--- src/rtl/mc_core_pkg.sv ---
// Shared opcodes, FSM state encoding and instruction field helpers for mc_core_p.
package mc_core_pkg;

    localparam logic [2:0] OP_LOAD  = 3'b000;
    localparam logic [2:0] OP_STORE = 3'b001;
    localparam logic [2:0] OP_JMP   = 3'b010;
    localparam logic [2:0] OP_BZ    = 3'b011;
    localparam logic [2:0] OP_ADD   = 3'b100;
    localparam logic [2:0] OP_SUB   = 3'b101;
    localparam logic [2:0] OP_ADDI  = 3'b110;
    localparam logic [2:0] OP_MOVTO = 3'b111;

    typedef enum logic [2:0] {
        S_IDLE   = 3'd0,
        S_FETCH  = 3'd1,
        S_DECODE = 3'd2,
        S_EXEC   = 3'd3,
        S_MEM    = 3'd4,
        S_WB     = 3'd5
    } state_t;

    // Layout: opcode in the top 3 bits, register index below it, immediate in the rest.
    function automatic int imm_w(input int dw, input int ridx_w);
        return dw - 3 - ridx_w;
    endfunction

    function automatic int ri_lo(input int dw, input int ridx_w);
        return imm_w(dw, ridx_w);
    endfunction

    function automatic int op_lo(input int dw);
        return dw - 3;
    endfunction

endpackage

--- src/rtl/mc_core_regfile.sv ---
// Register file: R0 read port fixed, one indexed read port, one synchronous write port.
module mc_core_regfile
    import mc_core_pkg::*;
#(
    parameter int DW     = 16,
    parameter int NREG   = 8,
    parameter int RIDX_W = $clog2(NREG)
) (
    input  logic              clk,
    input  logic              rst,
    input  logic [RIDX_W-1:0] ra2,
    output logic [DW-1:0]     rd1,
    output logic [DW-1:0]     rd2,
    input  logic              we,
    input  logic [RIDX_W-1:0] wa,
    input  logic [DW-1:0]     wd
);

    logic [NREG-1:0][DW-1:0] regs;

    assign rd1 = regs[0];
    assign rd2 = regs[ra2];

    always_ff @(posedge clk) begin
        if (rst)
            regs <= '0;
        else if (we)
            regs[wa] <= wd;
    end

endmodule

--- src/rtl/mc_core_p.sv ---
// Multi-cycle accumulator core with a stallable req/ready memory port.
// Optional MC_CORE_PERF_EN adds instret and stall_cnt counters.
module mc_core_p
    import mc_core_pkg::*;
#(
    parameter int                DW       = 16,
    parameter int                NREG     = 8,
    parameter int                ADDR_W   = 16,
    parameter logic [ADDR_W-1:0] RESET_PC = '0
) (
    input  logic              clk,
    input  logic              rst,
    output logic              mem_req,
    output logic              mem_we,
    output logic [ADDR_W-1:0] mem_addr,
    output logic [DW-1:0]     mem_wdata,
    input  logic              mem_ready,
    input  logic [DW-1:0]     mem_rdata,
    output logic [ADDR_W-1:0] pc,
    output logic              retire,
    output logic              zero
`ifdef MC_CORE_PERF_EN
    ,
    output logic [31:0]       instret,
    output logic [31:0]       stall_cnt
`endif
);

    localparam int RIDX_W = $clog2(NREG);
    localparam int IMM_W  = imm_w(DW, RIDX_W);
    localparam int RI_LO  = ri_lo(DW, RIDX_W);
    localparam int OP_LO  = op_lo(DW);

    state_t            state;
    logic [ADDR_W-1:0] pc_q;
    logic [DW-1:0]     ir, a_q, b_q, alu_q, mdr_q;

    logic [2:0]        op;
    logic [RIDX_W-1:0] ri;
    logic [IMM_W-1:0]  imm;
    logic [ADDR_W-1:0] imm_addr;
    logic [DW-1:0]     imm_sx;

    logic              rf_we;
    logic [RIDX_W-1:0] rf_wa;
    logic [DW-1:0]     rf_wd, rf_rd1, rf_rd2;

    assign op       = ir[OP_LO +: 3];
    assign ri       = ir[RI_LO +: RIDX_W];
    assign imm      = ir[IMM_W-1:0];
    assign imm_addr = ADDR_W'(imm);
    assign imm_sx   = {{(DW-IMM_W){imm[IMM_W-1]}}, imm};

    // Port outputs decode from the state register only; address and data come
    // from IR/PC/A which are frozen while the request waits, so they stay stable.
    assign mem_req   = !rst && (state == S_FETCH || state == S_MEM);
    assign mem_we    = !rst && state == S_MEM && op == OP_STORE;
    assign mem_addr  = (state == S_MEM) ? imm_addr : pc_q;
    assign mem_wdata = a_q;
    assign pc        = pc_q;
    assign zero      = (rf_rd1 == '0);

    assign retire = !rst && ((state == S_WB) ||
                             (state == S_EXEC && (op == OP_JMP || op == OP_BZ)) ||
                             (state == S_MEM && op == OP_STORE && mem_ready));

    assign rf_we = !rst && state == S_WB;
    assign rf_wa = (op == OP_MOVTO) ? ri : '0;
    assign rf_wd = (op == OP_MOVTO) ? a_q : (op == OP_LOAD) ? mdr_q : alu_q;

    mc_core_regfile #(.DW(DW), .NREG(NREG), .RIDX_W(RIDX_W)) u_rf (
        .clk (clk),
        .rst (rst),
        .ra2 (ri),
        .rd1 (rf_rd1),
        .rd2 (rf_rd2),
        .we  (rf_we),
        .wa  (rf_wa),
        .wd  (rf_wd)
    );

    always_ff @(posedge clk) begin
        if (rst) begin
            state <= S_IDLE;
            pc_q  <= RESET_PC;
            ir    <= '0;
            a_q   <= '0;
            b_q   <= '0;
            alu_q <= '0;
            mdr_q <= '0;
        end else begin
            case (state)
                S_IDLE: state <= S_FETCH;
                S_FETCH: begin
                    if (mem_ready) begin
                        ir    <= mem_rdata;
                        state <= S_DECODE;
                    end
                end
                S_DECODE: begin
                    a_q   <= rf_rd1;
                    b_q   <= rf_rd2;
                    pc_q  <= pc_q + ADDR_W'(1);
                    state <= (op == OP_LOAD || op == OP_STORE) ? S_MEM : S_EXEC;
                end
                S_EXEC: begin
                    case (op)
                        OP_ADD:   begin alu_q <= a_q + b_q;    state <= S_WB; end
                        OP_SUB:   begin alu_q <= a_q - b_q;    state <= S_WB; end
                        OP_ADDI:  begin alu_q <= a_q + imm_sx; state <= S_WB; end
                        OP_MOVTO: state <= S_WB;
                        OP_JMP:   begin pc_q <= imm_addr; state <= S_FETCH; end
                        OP_BZ: begin
                            if (a_q == '0)
                                pc_q <= imm_addr;
                            state <= S_FETCH;
                        end
                        default:  state <= S_FETCH;
                    endcase
                end
                S_MEM: begin
                    if (mem_ready) begin
                        if (op == OP_STORE) begin
                            state <= S_FETCH;
                        end else begin
                            mdr_q <= mem_rdata;
                            state <= S_WB;
                        end
                    end
                end
                S_WB:    state <= S_FETCH;
                default: state <= S_IDLE;
            endcase
        end
    end

`ifdef MC_CORE_PERF_EN
    always_ff @(posedge clk) begin
        if (rst) begin
            instret   <= '0;
            stall_cnt <= '0;
        end else begin
            if (retire)
                instret <= instret + 32'd1;
            if (mem_req && !mem_ready)
                stall_cnt <= stall_cnt + 32'd1;
        end
    end
`endif

endmodule

--- config.mk ---
export PLATFORM = sky130hd
export DESIGN_NAME = mc_core_p
export DESIGN_NICKNAME = d
export VERILOG_FILES = /design/src/rtl/mc_core_pkg.sv /design/src/rtl/mc_core_regfile.sv /design/src/rtl/mc_core_p.sv
export SDC_FILE = /design/constraint.sdc
export NUM_CORES = 1
export LEC_CHECK = 0
export ABC_CLOCK_PERIOD_IN_PS = 4700
export BUFFER_PORTS_ARGS = -buffer_cell sky130_fd_sc_hd__clkbuf_2
export CAP_MARGIN = 10
export CORE_ASPECT_RATIO = 0.9
export CORE_MARGIN = 5
export CORE_UTILIZATION = 40
export CTS_BUF_LIST = sky130_fd_sc_hd__clkbuf_2 sky130_fd_sc_hd__clkbuf_4 sky130_fd_sc_hd__clkbuf_8
export DETAILED_ROUTE_END_ITERATION = 10
export SYNTH_ARGS = -nofsm -noshare
export SYNTH_HDL_FRONTEND = slang
export SYNTH_SLANG_ARGS = --single-unit
export TNS_END_PERCENT = 100
--- constraint.sdc ---
create_clock -name clk -period 4.7 [get_ports clk]
set_input_delay 0.235 -clock clk [delete_from_list [all_inputs] [get_ports clk]]
set_output_delay 0.235 -clock clk [all_outputs]
set_load 0.005 [all_outputs]
; ---- Word level (Yosys, flattened, before mapping)
; Cells that the tools add are included.
[totals]
ff_bits = 227
inputBits = 19
output_inout_bits = 52
word_cells = 86
[classes]
addsub = 4
order_cmp = 3
eq_ne = 16
mux = 19
n_bitwise = 1
reduce_logical = 28
[ops]
columns = op, n
row1 = 128-bit bitwise mux, 1
row2 = 16-bit 2-to-1 mux, 6
row3 = 16-bit case mux with 2 select lines, 2
row4 = 16-bit binary-select mux with 3-bit select, 1
row5 = 16-bit demux with 3-bit select, 1
row6 = 16-bit case mux with 3 select lines, 1
row7 = 16-bit adder, 2
row8 = 16-bit logical NOT, 2
row9 = 3-bit equality test (second input constant), 6
row10 = 3-bit 2-to-1 mux, 6
row11 = 16-bit by 1-bit adder with 16-bit output (second input constant), 1
row12 = 16-bit subtractor, 1
row13 = 3-bit case mux with 5 select lines, 1
row14 = 3-bit by 2-bit equality test with 1-bit output (second input constant), 4
row15 = 1-bit logical AND, 9
row16 = 3-bit by 4-bit < comparator with 1-bit output (second input constant), 2
row17 = 3-bit by 1-bit equality test with 1-bit output (second input constant), 2
row18 = 3-bit logical NOT, 2
row19 = 2-bit AND reduction, 3
row20 = 3-bit AND reduction, 2
row21 = 1-bit logical OR, 5
row22 = 2-bit != test (second input constant), 2
row23 = 4-bit OR reduction, 1
row24 = 3-bit by 1-bit greater-or-equal comparator with 1-bit output (second input constant), 1
row25 = other kinds (7), 7

; ---- Logic depth before layout (Yosys ltp)
; Gate-level depths: netlist (run 1).
[logic_depth]
word_depth = 7
depth_mapped = 14
mapped_depth_nobuf = 14

; ---- Hierarchy
; From an unflattened synthesis (run 1), not the netlist that was laid out.
[hier_totals]
cells_unflattened = 1446
hier_area_um2 = 11644.9
[by_module_without_submodules]
columns = mod, instances, cells_each, area_per_inst_um2, seq_area_each_um2
row1 = mc_core_regfile, 1, 663, 5835.6, 2562.5
row2 = mc_core_p, 1, 783, 5809.3, 1981.9

; ---- Worst setup path before layout (run 1)
; Ideal clock, no wire load.
[synth_timing]
path_type = register to register
from = register ir[14]
to = register alu_q[8]
setup_time_ns = 0.079
t_arrival_ns = 2.796
path_slack_ns = 1.825
stages_incl_launch_ff = 15
synth_period_minus_slack_ns = 2.875
cell_sequence = dfxtp_1 > and3b_1 > buf_2 > buf_1 > nand2_1 > o21ai_0 > ha_1 > inv_1 > fa_1 > nor2b_1 > o21ai_0 > a21oi_1 > o211ai_1 > a2111o_1 > o211ai_1
[synth_between]
elab_chain_cells = 3
elab_cells_between_ends = 6
classes_between = 3 x eq/ne / 1 x mux / 2 x reduce/logical
[synth_rtl]
columns = item, line
row1 = from (decl), mc_core_p.sv:36  ; logic [DW-1:0] ir, a_q, b_q, alu_q, mdr_q;
row2 = from (signal assigned), mc_core_p.sv:96  ; ir <= mem_rdata;
row3 = 3-bit equality test, mc_core_p.sv:107  ; case (op)
row4 = 3-bit nonzero test (no line), -
row5 = 2-bit AND reduction (no line), -
row6 = to (signal assigned), mc_core_p.sv:108  ; OP_ADD: begin alu_q <= a_q + b_q; state <= S_WB; end
row7 = to (signal assigned), mc_core_p.sv:109  ; OP_SUB: begin alu_q <= a_q - b_q; state <= S_WB; end
row8 = to (signal assigned), mc_core_p.sv:110  ; OP_ADDI: begin alu_q <= a_q + imm_sx; state <= S_WB; end
row9 = to (decl), mc_core_p.sv:36
; Several ways; a longest one is shown, not always the timed one.
; A chain may end at the register's enable or synchronous reset.

; ---- Final worst setup path (run 1)
[layout_timing]
from = register ir[15]
to = register alu_q[8]
; The elaborated chain is that of the path after synthesis.

==> results.ini, run 1 <==
[drt]
vias_per_cell = 5.68
drc = 0
ant_nets = 0
wl_um = 33000
vias = 9504
first_pass_iters = 5
avgRoutedWirePerCell_um = 19.7
drt_iter0_markers = 721

[floorplanning]
core_sq_um = 27200
die_area_sq_um = 31100
initial_core_util_pct = 40.8
dieHeight_um = 168
placement_rows = 57
ioPinCount = 71
die_x_um = 185

[final_layout]
drive_above_1_share_pct = 17.5
diodes = 0
final_util_pct = 45.8
fin_nets = 1333
syn_to_final_growth_pct = 12.4
final_common_cell = dfxtp_1
layout_common_cells = dfxtp_1 (225), nor2_1 (182), nand2_1 (153)

[setup_path]
cp-start-kind = flip-flop
cp.arrival_ns = 3.96
critPathRequiredTime_ns = 5.17
crit_fanout = 15
end_kind = flip-flop
critPathKind = reg -> reg

[logic_synthesis]
synth.ff_latch_count = 227
synth_top_area_cell = dfxtp_1
synth_top_area_share_pct = 41.0
synth_edf_count = 0
yosys-top-cells-area = dfxtp_1 (41%), a211oi_1 (10%), mux4_2 (6.5%)
ys.flop_type = dfxtp_1
yosysUniqueCellTypes = 65
synth_fp_nets = 1293
synth.cell_area_sq_um = 11100
ys_seq_area_share_pct = 41.0
synthArstFlopShare_pct = 0
syn_avg_cell_area_sq_um = 8.85
syn_inst = 1253
yosysWarnings = 0

[global_routing]
grt_max_degree = 84
grt_pass1_vias = 8832
grt_use_total_pct = 20.5
grt_remaining_overflow = 0
grt_pass1_wl_um = 50700
antenna_found_initial = 0

[power_and_ir_drop]
p_per_area_nw_per_um2 = 324
p_leak_uw = 0.00427
ir_drop_mv = 0.196

[sta]
setup_tns_ns = 0
rsz0062_at_grt = false
final-setup-viol-count = 0
slew_violations = 0
fin_skew_ns = 0.0199
fin_crit_sh_pct = 74.4
max_slew_margin_pct = 20.2
fin_crit_ns = 3.50
hold_violations = 0
tightestPinTransition_ns = 1.19
max_freq_mhz = 286

[cts]
h-tree-depth = 2
numClockSinks = 227
cts_tree = done
clock_latency_ns = 0.55
clk_pin_slew_ns = 0.06
numCtsBuffers = 37
cts_root_buffer = clkbuf_8
cts_setup_buffers = 0
clockBufferDepth = 3
postCtsResizedCells = 0

[hold_path]
hold_path.class = in -> reg

[place]
port_buffers = 70
finalWeightedCongestion = 0.981
dp_hpwl_um = 22100

[job]
cap_violations = 0

[run_status]
status = finished, final reports clean

sequential cells by signal (all words and copies together) (netlist names):
signal     count
u_rf.regs    112
pc            16
b_q           16
u_rf.rd1      16
state          3
ir            16
alu_q         16
mdr_q         16
mem_wdata     16
cell usage after synthesis (7+ instances only):
library cell and number:
ha_1 20, nand3_1 22, a22o_1 20, a21o_1 8
nand2_1 153, xor2_1 7, nor3_1 12, mux2_2 10
mux2i_1 19, o21ai_0 33, nor4_1 10, nor2_1 182
dfxtp_1 227, clkbuf_1 57, a21oi_1 83, nand4_1 8
nor2b_1 13, buf_4 14, a22oi_1 7, inv_1 11
mux4_2 32, a211oi_1 147, o211ai_1 9, xnor2_1 7
and3_1 15, nand3b_1 7, buf_2 26, a21oi_2 10
layout make-up:
class	count	area [sq um]
Timing Repair Buffer	104	652
Tap cell	354	443
Multi-Input combinational cell	912	6010
Clock buffer	60	738
Clock inverter	4	30.0
Sequential cell	227	4550
Inverter	11	41.3
Fill cell	2672	14700
power by group:
group          leakage [uW]  switching, uW  total (uW)  internal [uW]
registers           0.00183           42.1        1990           1940
clock network      0.000414            794        1790            996
logic               0.00202            169         263           93.7
total               0.00427           1010        4040           3030
final timing paths:
kind | slack (ns) | cells past startpoint | startpoint | to
hold reg to reg | 0.46 | 2 | alu_q[4] | alu_q[4]
setup / recovery | 1.20 | 12 | ir[15] | alu_q[8]
hold / removal | 0.08 | 3 | mem_ready | state[1]
setup reg to reg | 1.20 | 12 | ir[15] | alu_q[8]
layer usage:
metal,track usage (%),wire length [um],vias to the layer above,share of wire (%)
met5,0,0,-,0
met4,6.06,850,0,2.6
met3,4.40,2480,57,7.5
met2,30.3,13900,317,42
met1,30.0,15700,4484,48
li1,-,-,4646,-
metrics by stage:
step / instances / area (sq um) / hold WS, ns / setup slack (ns) / total power, uW
after detailed placement: 1592 / 11500 / 0.446 / 1.28 / 2280
after CTS: 1672 / 12500 / 0.0650 / 1.25 / 4070
after global placement: 1592 / 11500 / 0.441 / 1.38 / 2270
after global routing: 1672 / 12500 / 0.126 / 0.985 / 4190
final: 1672 / 12500 / 0.0848 / 1.20 / 4040
after floorplan: 1253 / 11100 / 0.371 / 1.82 / 2200
critical path, stage by stage (launching register included):
cell,delay (ns)
dfxtp_1,0.64
and3b_1,0.25
buf_4,0.22
nand2b_1,0.27
nand2_1,0.09
a221o_1,0.30
ha_1,0.33
nor2b_1,0.17
o21ai_0,0.12
a21oi_1,0.34
o211ai_1,0.15
a2111o_1,0.43
o211ai_1,0.08
repair_timing:
item                                    CTS  global route
hold endpoints to repair                 28             0
endpoints found under the setup margin    0             0
hold buffers                             16             0
logic make-up after synthesis:
logic type               after synthesis  synth area share, %
AO/OA/AOI/OAI                        352                 22.0
adder cells (fa/ha/maj)               21                 2.44
flip-flops                           227                 41.0
multiplexers                          61                 9.23
XOR/XNOR                              14                 1.11
AND/OR/NAND/NOR                      464                 19.3
buffers and inverters                114                 4.97
Note: power is estimated with default switching activity, not from simulation.
==> run 2, diff against run 1 <==
--- a/config.mk
+++ b/config.mk
@@ -5,7 +5,7 @@
 export SDC_FILE = /design/constraint.sdc
 export NUM_CORES = 1
 export LEC_CHECK = 0
-export ABC_CLOCK_PERIOD_IN_PS = 4700
+export ABC_CLOCK_PERIOD_IN_PS = 3300
 export BUFFER_PORTS_ARGS = -buffer_cell sky130_fd_sc_hd__clkbuf_2
 export CAP_MARGIN = 10
 export CORE_ASPECT_RATIO = 0.9
==> constraint.sdc (replaced) <==
create_clock -name clk -period 3.3 [get_ports clk]
set_input_delay 0.165 -clock clk [delete_from_list [all_inputs] [get_ports clk]]
set_output_delay 0.165 -clock clk [all_outputs]
set_load 0.005 [all_outputs]
==> run 2 against run 1 <==
Effect of this change:
- die area stayed put
- wire length is 0.49% higher
- via count is 0.56% higher
- final area is 2.4% higher
- cell count is 1.8% higher
- non-clock buffer count is 25 higher
- critical path type unchanged
- critical endpoint is now alu_q[15]
- largest cell class unchanged
- highest routed layer unchanged
==> results.ini, run 2 (synthesis gave the netlist of run 1 again) <==
[sta]
slew_violations = 0  ; unchanged
hold_violations = 0  ; unchanged
hold_ws_ns = 0.0234  ; -0.0614 ns
fin_skew_ns = 0.0202  ; +0.000266 ns
setup_tns_ns = 0  ; unchanged
fin_crit_sh_pct = 96.4  ; +22 points
max_slew_margin_pct = 36.4  ; +16 points
rsz0062_at_grt = false
max_freq_mhz = 314  ; +9.8%
fin_crit_ns = 3.18  ; -0.313 ns
setup_ws_ns = 0.117  ; -1.09 ns
tightestPinTransition_ns = 0.954  ; -0.240 ns
final-setup-viol-count = 0  ; unchanged

[floorplanning]
initial_core_util_pct = 40.8  ; unchanged
die_area_sq_um = 31100  ; unchanged
core_sq_um = 27200  ; unchanged
dieHeight_um = 168  ; unchanged
ioPinCount = 71  ; unchanged
placement_rows = 57  ; unchanged
die_x_um = 185  ; unchanged

[setup_path]
critical_path_buf_inv_count = 1  ; unchanged
cpPeakStageDelay_ns = 0.40  ; -0.24 ns
critPathKind = reg -> reg
end_kind = flip-flop
crit_fanout = 5  ; -10
cp-start-kind = flip-flop
cpLargestDelayFamily = simple AND/OR/NAND/NOR gates
critical_path.slowest_cell = or3_1
cp.arrival_ns = 3.63  ; -0.33 ns
crit_path_frequent_cell = or3_1
critPathRequiredTime_ns = 3.75  ; -1.42 ns
crit_chain = nor4_4, buf_4, nand3b_1, or3_1, nor4_1, o21ai_0, o311ai_1, ha_1, nand2_1, or3_1, o21ai_1, nor2_1, a211o_1

[cts]
cts_root_buffer = clkbuf_8
clock_latency_ns = 0.55  ; about the same
numCtsBuffers = 39  ; +5.4%
clk_pin_slew_ns = 0.06  ; about the same
clockBufferDepth = 3  ; unchanged
cts_tree = done
numClockSinks = 227  ; unchanged
h-tree-depth = 2  ; unchanged

[drt]
vias_per_cell = 5.62  ; -1.2%
vias = 9557  ; +0.56%
drt_iter0_markers = 921  ; +28%
drc = 0  ; unchanged
first_pass_iters = 5  ; unchanged
avgRoutedWirePerCell_um = 19.5  ; -1.3%
ant_nets = 0  ; unchanged
wl_um = 33100  ; +0.49%

[final_layout]
drive_above_1_share_pct = 19.7  ; +2.3 points
diodes = 0  ; unchanged
fillers = 2681  ; +0.34%
layout_common_cells = dfxtp_1 (225), nor2_1 (182), nand2_1 (153)
syn_to_final_growth_pct = 15.0
multi_input_comb_area_sq_um = 6040  ; +0.54%
final_area_sq_um = 12800  ; +2.4%
final_common_cell = dfxtp_1
fin_nets = 1360  ; +2.0%
fin_cells = 1702  ; +1.8%
largest_reg_flops = 112  ; unchanged
seq_area_sq_um = 4550  ; unchanged
regMostFlops = u_rf.regs

[global_routing]
grt_pass1_wl_um = 50800  ; +0.19%
grt_max_degree = 176  ; +110%
grt_use_total_pct = 20.5  ; +0.043 points
grt_pass1_vias = 8784  ; -0.54%
grt_remaining_overflow = 0  ; unchanged
antenna_found_initial = 1  ; +1

[run_status]
status = finished, final reports clean

[power_and_ir_drop]
power_frac_seq_pct = 47.9  ; -1.3 points
p_sw_share_pct = 25.2  ; +0.33 points
ir_drop_mv = 0.380  ; +93%
p_leak_uw = 0.00443  ; +3.8%
clkPwrFrac_pct = 45.0  ; +0.7 points
switching_power_uw = 1480  ; +47%
internal_power_uw = 4400  ; +45%
p_per_area_nw_per_um2 = 461  ; +42%
comb_power_share_pct = 7.1  ; +0.6 points

[place]
port_buffers = 70  ; unchanged
dp_slack_ns = 0.0379  ; -1.25 ns
finalWeightedCongestion = 0.923  ; -6.0%
dpl-instance-area_sq_um = 11700  ; +1.6%
dp_hpwl_um = 22300  ; +0.72%
dp.cells = 1614  ; +1.4%

[hold_path]
hold_path.class = in -> reg

[job]
cap_violations = 0  ; unchanged

-- run 2: changes by cell type in the layout (fill, tap and decap cells not counted), sizes merged --
cell	previous run	this run
clkinv	2	4
inv	13	12
buf	19	43
dlygate4sd3	16	17
clkinvlp	0	2
clkbuf	129	131
-- run 2: worst paths after layout --
kind / startpoint / end / slack [ns] / cells after the start
max: b_q[4] / alu_q[15] / 0.12 / 13
min: mem_ready / state[1] / 0.02 / 3
max reg2reg: b_q[4] / alu_q[15] / 0.12 / 13
min reg2reg: alu_q[5] / alu_q[5] / 0.45 / 2
-- run 2: worst register-to-register path, stage by stage (launching register included) --
cell	delay (ns)
dfxtp_1	0.37
nor4_4	0.28
buf_4	0.18
nand3b_1	0.12
or3_1	0.40
nor4_1	0.22
o21ai_0	0.14
o311ai_1	0.14
ha_1	0.26
nand2_1	0.09
or3_1	0.37
o21ai_1	0.17
nor2_1	0.07
a211o_1	0.28
-- run 2: cell type report --
cell class,count,area share (%)
tap,354,3.47
timing repair buffer,129,6.80
sequential,227,35.7
clock inverter,7,0.432
multi-input combinational,912,47.4
inverter,11,0.324
clock buffer,62,5.96
-- run 2: per-stage QoR --
step	total power, uW	utilization (%)
final	5880	46.9
after global routing	6120	46.9
after CTS	5930	46.8
after detailed placement	3260	43.1
after global placement	3260	43.1
after floorplan	3130	-
-- run 2: metal layers --
metal  vias to the layer above  GRT usage (%)  share of wire (%)
met2                       315           31.2                 43
met3                        52           4.25                7.3
li1                       4709              -                  -
met1                      4481           29.5                 47
met5                         -              0                  0
met4                         0           6.13                2.5
-- run 2: power by group through the flow --
stage	Clock, uW	Combinational (uW)	Sequential (uW)
floorplan	0	277	2850
detailed placement	0	389	2870
CTS	2710	406	2810
finish	2650	417	2810
global placement	0	387	2870
global route	2850	454	2820
-- run 2: repair_timing --
item                       in CTS  in global routing
hold buffers                   17                  0
hold endpoints to repair       41                  0
gates resized for setup         0                  9
setup endpoints to repair       0                  5
setup buffers                   0                  2
==> run 3, diff against run 2 <==
--- a/config.mk
+++ b/config.mk
@@ -8,11 +8,12 @@
 export ABC_CLOCK_PERIOD_IN_PS = 3300
 export BUFFER_PORTS_ARGS = -buffer_cell sky130_fd_sc_hd__clkbuf_2
 export CAP_MARGIN = 10
-export CORE_ASPECT_RATIO = 0.9
+export CORE_ASPECT_RATIO = 2
 export CORE_MARGIN = 5
 export CORE_UTILIZATION = 40
 export CTS_BUF_LIST = sky130_fd_sc_hd__clkbuf_2 sky130_fd_sc_hd__clkbuf_4 sky130_fd_sc_hd__clkbuf_8
 export DETAILED_ROUTE_END_ITERATION = 10
+export SKIP_CTS_REPAIR_TIMING = 1
 export SYNTH_ARGS = -nofsm -noshare
 export SYNTH_HDL_FRONTEND = slang
 export SYNTH_SLANG_ARGS = --single-unit
==> run 3 against run 2 <==
Effect of this change:
- flip-flop and latch count did not move
- hold slack improved by 0.027 ns
- wire length rose by 6.0%
- sequential share of layout area fell by 0.14 points
- count of clock-buffer cells in the layout fell by 13
- total power fell by 3.7%
- highest routed layer unchanged
- non-clock buffer count rose by 24
- global-route usage rose by 1.7 points
- core utilization fell by 0.28 points
- die area rose by 0.63%
==> results.ini, run 3 (synthesis gave the netlist of run 1 again) <==
[run_status]
status = finished, final reports clean

[floorplanning]
die_area_sq_um = 31300  ; +0.63%
placement_rows = 86  ; +51%
ioPinCount = 71  ; unchanged
die_x_um = 128  ; -31%
initial_core_util_pct = 40.4  ; -0.40 points
core_sq_um = 27400  ; +0.98%
dieHeight_um = 245  ; +46%

[place]
port_buffers = 70  ; unchanged
finalWeightedCongestion = 0.951  ; +3.1%
dpl-instance-area_sq_um = 11900  ; +1.6%
dp_slack_ns = 0.0659  ; +0.0280 ns
dp_hpwl_um = 26000  ; +17%

[final_layout]
regMostFlops = u_rf.regs
fin_nets = 1379  ; +1.4%
final_common_cell = dfxtp_1
final_area_sq_um = 12800  ; +0.37%
syn_to_final_growth_pct = 15.5
fillers = 2703  ; +0.82%
multi_input_comb_area_sq_um = 6030  ; -0.12%
largest_reg_flops = 112  ; unchanged
drive_above_1_share_pct = 20.3  ; +0.58 points
diodes = 0  ; unchanged
layout_common_cells = dfxtp_1 (226), nor2_1 (182), nand2_1 (153)
seq_area_sq_um = 4550  ; about the same

[global_routing]
grt_remaining_overflow = 0  ; unchanged
grt_pass1_wl_um = 54600  ; +7.7%
grt_max_degree = 84  ; -52%
grt_use_total_pct = 22.2  ; +1.7 points
antenna_found_initial = 0  ; -1
grt_pass1_vias = 9473  ; +7.8%

[setup_path]
cpPeakStageDelay_ns = 0.43  ; +0.03 ns
critPathKind = reg -> reg
critPathRequiredTime_ns = 3.77  ; +0.02 ns
crit_fanout = 15  ; +10
cp.arrival_ns = 3.64  ; about the same
critical_path.slowest_cell = a2111o_1
cp-start-kind = flip-flop
end_kind = flip-flop
crit_chain = and3b_1, buf_12, o21ai_0, buf_4, ha_1, inv_1, fa_1, nor2b_1, o21ai_0, a21oi_2, o211ai_1, a2111o_1, o211ai_1

[cts]
numCtsBuffers = 34  ; -13%
numClockSinks = 227  ; unchanged
h-tree-depth = 2  ; unchanged
clock_latency_ns = 0.54  ; about the same
cts_root_buffer = clkbuf_8
clk_pin_slew_ns = 0.08  ; +0.02 ns
clockBufferDepth = 3  ; unchanged
cts_tree = done

[drt]
vias = 9660  ; +1.1%
vias_per_cell = 5.65  ; +0.55%
drt_iter0_markers = 692  ; -25%
first_pass_iters = 5  ; unchanged
avgRoutedWirePerCell_um = 20.5  ; +5.5%
drc = 0  ; unchanged
ant_nets = 0  ; unchanged
wl_um = 35100  ; +6.0%

[sta]
setup_ws_ns = 0.132  ; +0.0151 ns
setup_tns_ns = 0  ; unchanged
fin_crit_ns = 3.17  ; -0.0151 ns
rsz0062_at_grt = true
fin_crit_sh_pct = 96.0  ; -0.46 points
hold_violations = 0  ; unchanged
final-setup-viol-count = 0  ; unchanged
tightestPinTransition_ns = 1.25  ; +0.294 ns
slew_violations = 0  ; unchanged
fin_skew_ns = 0.0292  ; +0.00902 ns
max_slew_margin_pct = 16.7  ; -20 points
max_freq_mhz = 316  ; +0.48%

[job]
cap_violations = 0  ; unchanged

[power_and_ir_drop]
ir_drop_mv = 0.231  ; -39%
total_power_uw = 5660  ; -3.7%
p_per_area_nw_per_um2 = 442  ; -4.0%
p_leak_uw = 0.00448  ; +1.2%

[hold_path]
hold_path.class = in -> reg

[run 3: where the power goes]
group | switching (uW) | internal [uW] | total, uW | leakage, uW
combinational | 278 | 162 | 440 | 0.00228
sequential | 40.5 | 2770 | 2810 | 0.00183
clock | 1110 | 1300 | 2410 | 0.000371
[run 3: cell type report]
cell class,instances,area share [%]
well taps,352,3.44
repair buffers,153,8.16
multi-input cells,912,47.1
clock inverters,7,0.557
flip-flops and latches,227,35.5
clock buffers,49,4.88
inverters,11,0.323
[run 3: metal layers]
metal	GRT usage, %	vias to the layer above	part of all wire (%)
li1	-	4746	-
met1	23.1	4579	36
met2	42.5	247	55
met3	2.61	88	3.4
met4	11.8	0	5.8
met5	0	-	0
[run 3: metrics by stage]
step | std cells | hold slack, ns | utilization, %
floorplan | 1253 | 0.301 | -
global placement | 1638 | 0.407 | 43.4
detailed placement | 1638 | 0.415 | 43.4
CTS | 1694 | -0.177 | 45.9
global route | 1711 | 0.0669 | 46.6
finish | 1711 | 0.0504 | 46.6
[run 3: worst max-delay path: cells and delay by family, from the launching register on]
| family | cells | cell delay [ns] |
|---|---|---|
| buffers and inverters | 3 | 0.40 |
| DFF | 1 | 0.36 |
| AOI/OAI and AO/OA | 6 | 1.41 |
| and+or+nand+nor | 2 | 0.39 |
| adders and majority gates | 2 | 0.55 |
[run 3: path summary, 6_finish.rpt]
kind,startpoint,endpoint,slack (ns),cells past startpoint
hold / removal,mem_ready,state[1],0.05,3
setup / recovery,ir[14],alu_q[8],0.13,13
setup reg to reg,ir[14],alu_q[8],0.13,13
hold reg to reg,mdr_q[12],mdr_q[12],0.45,2
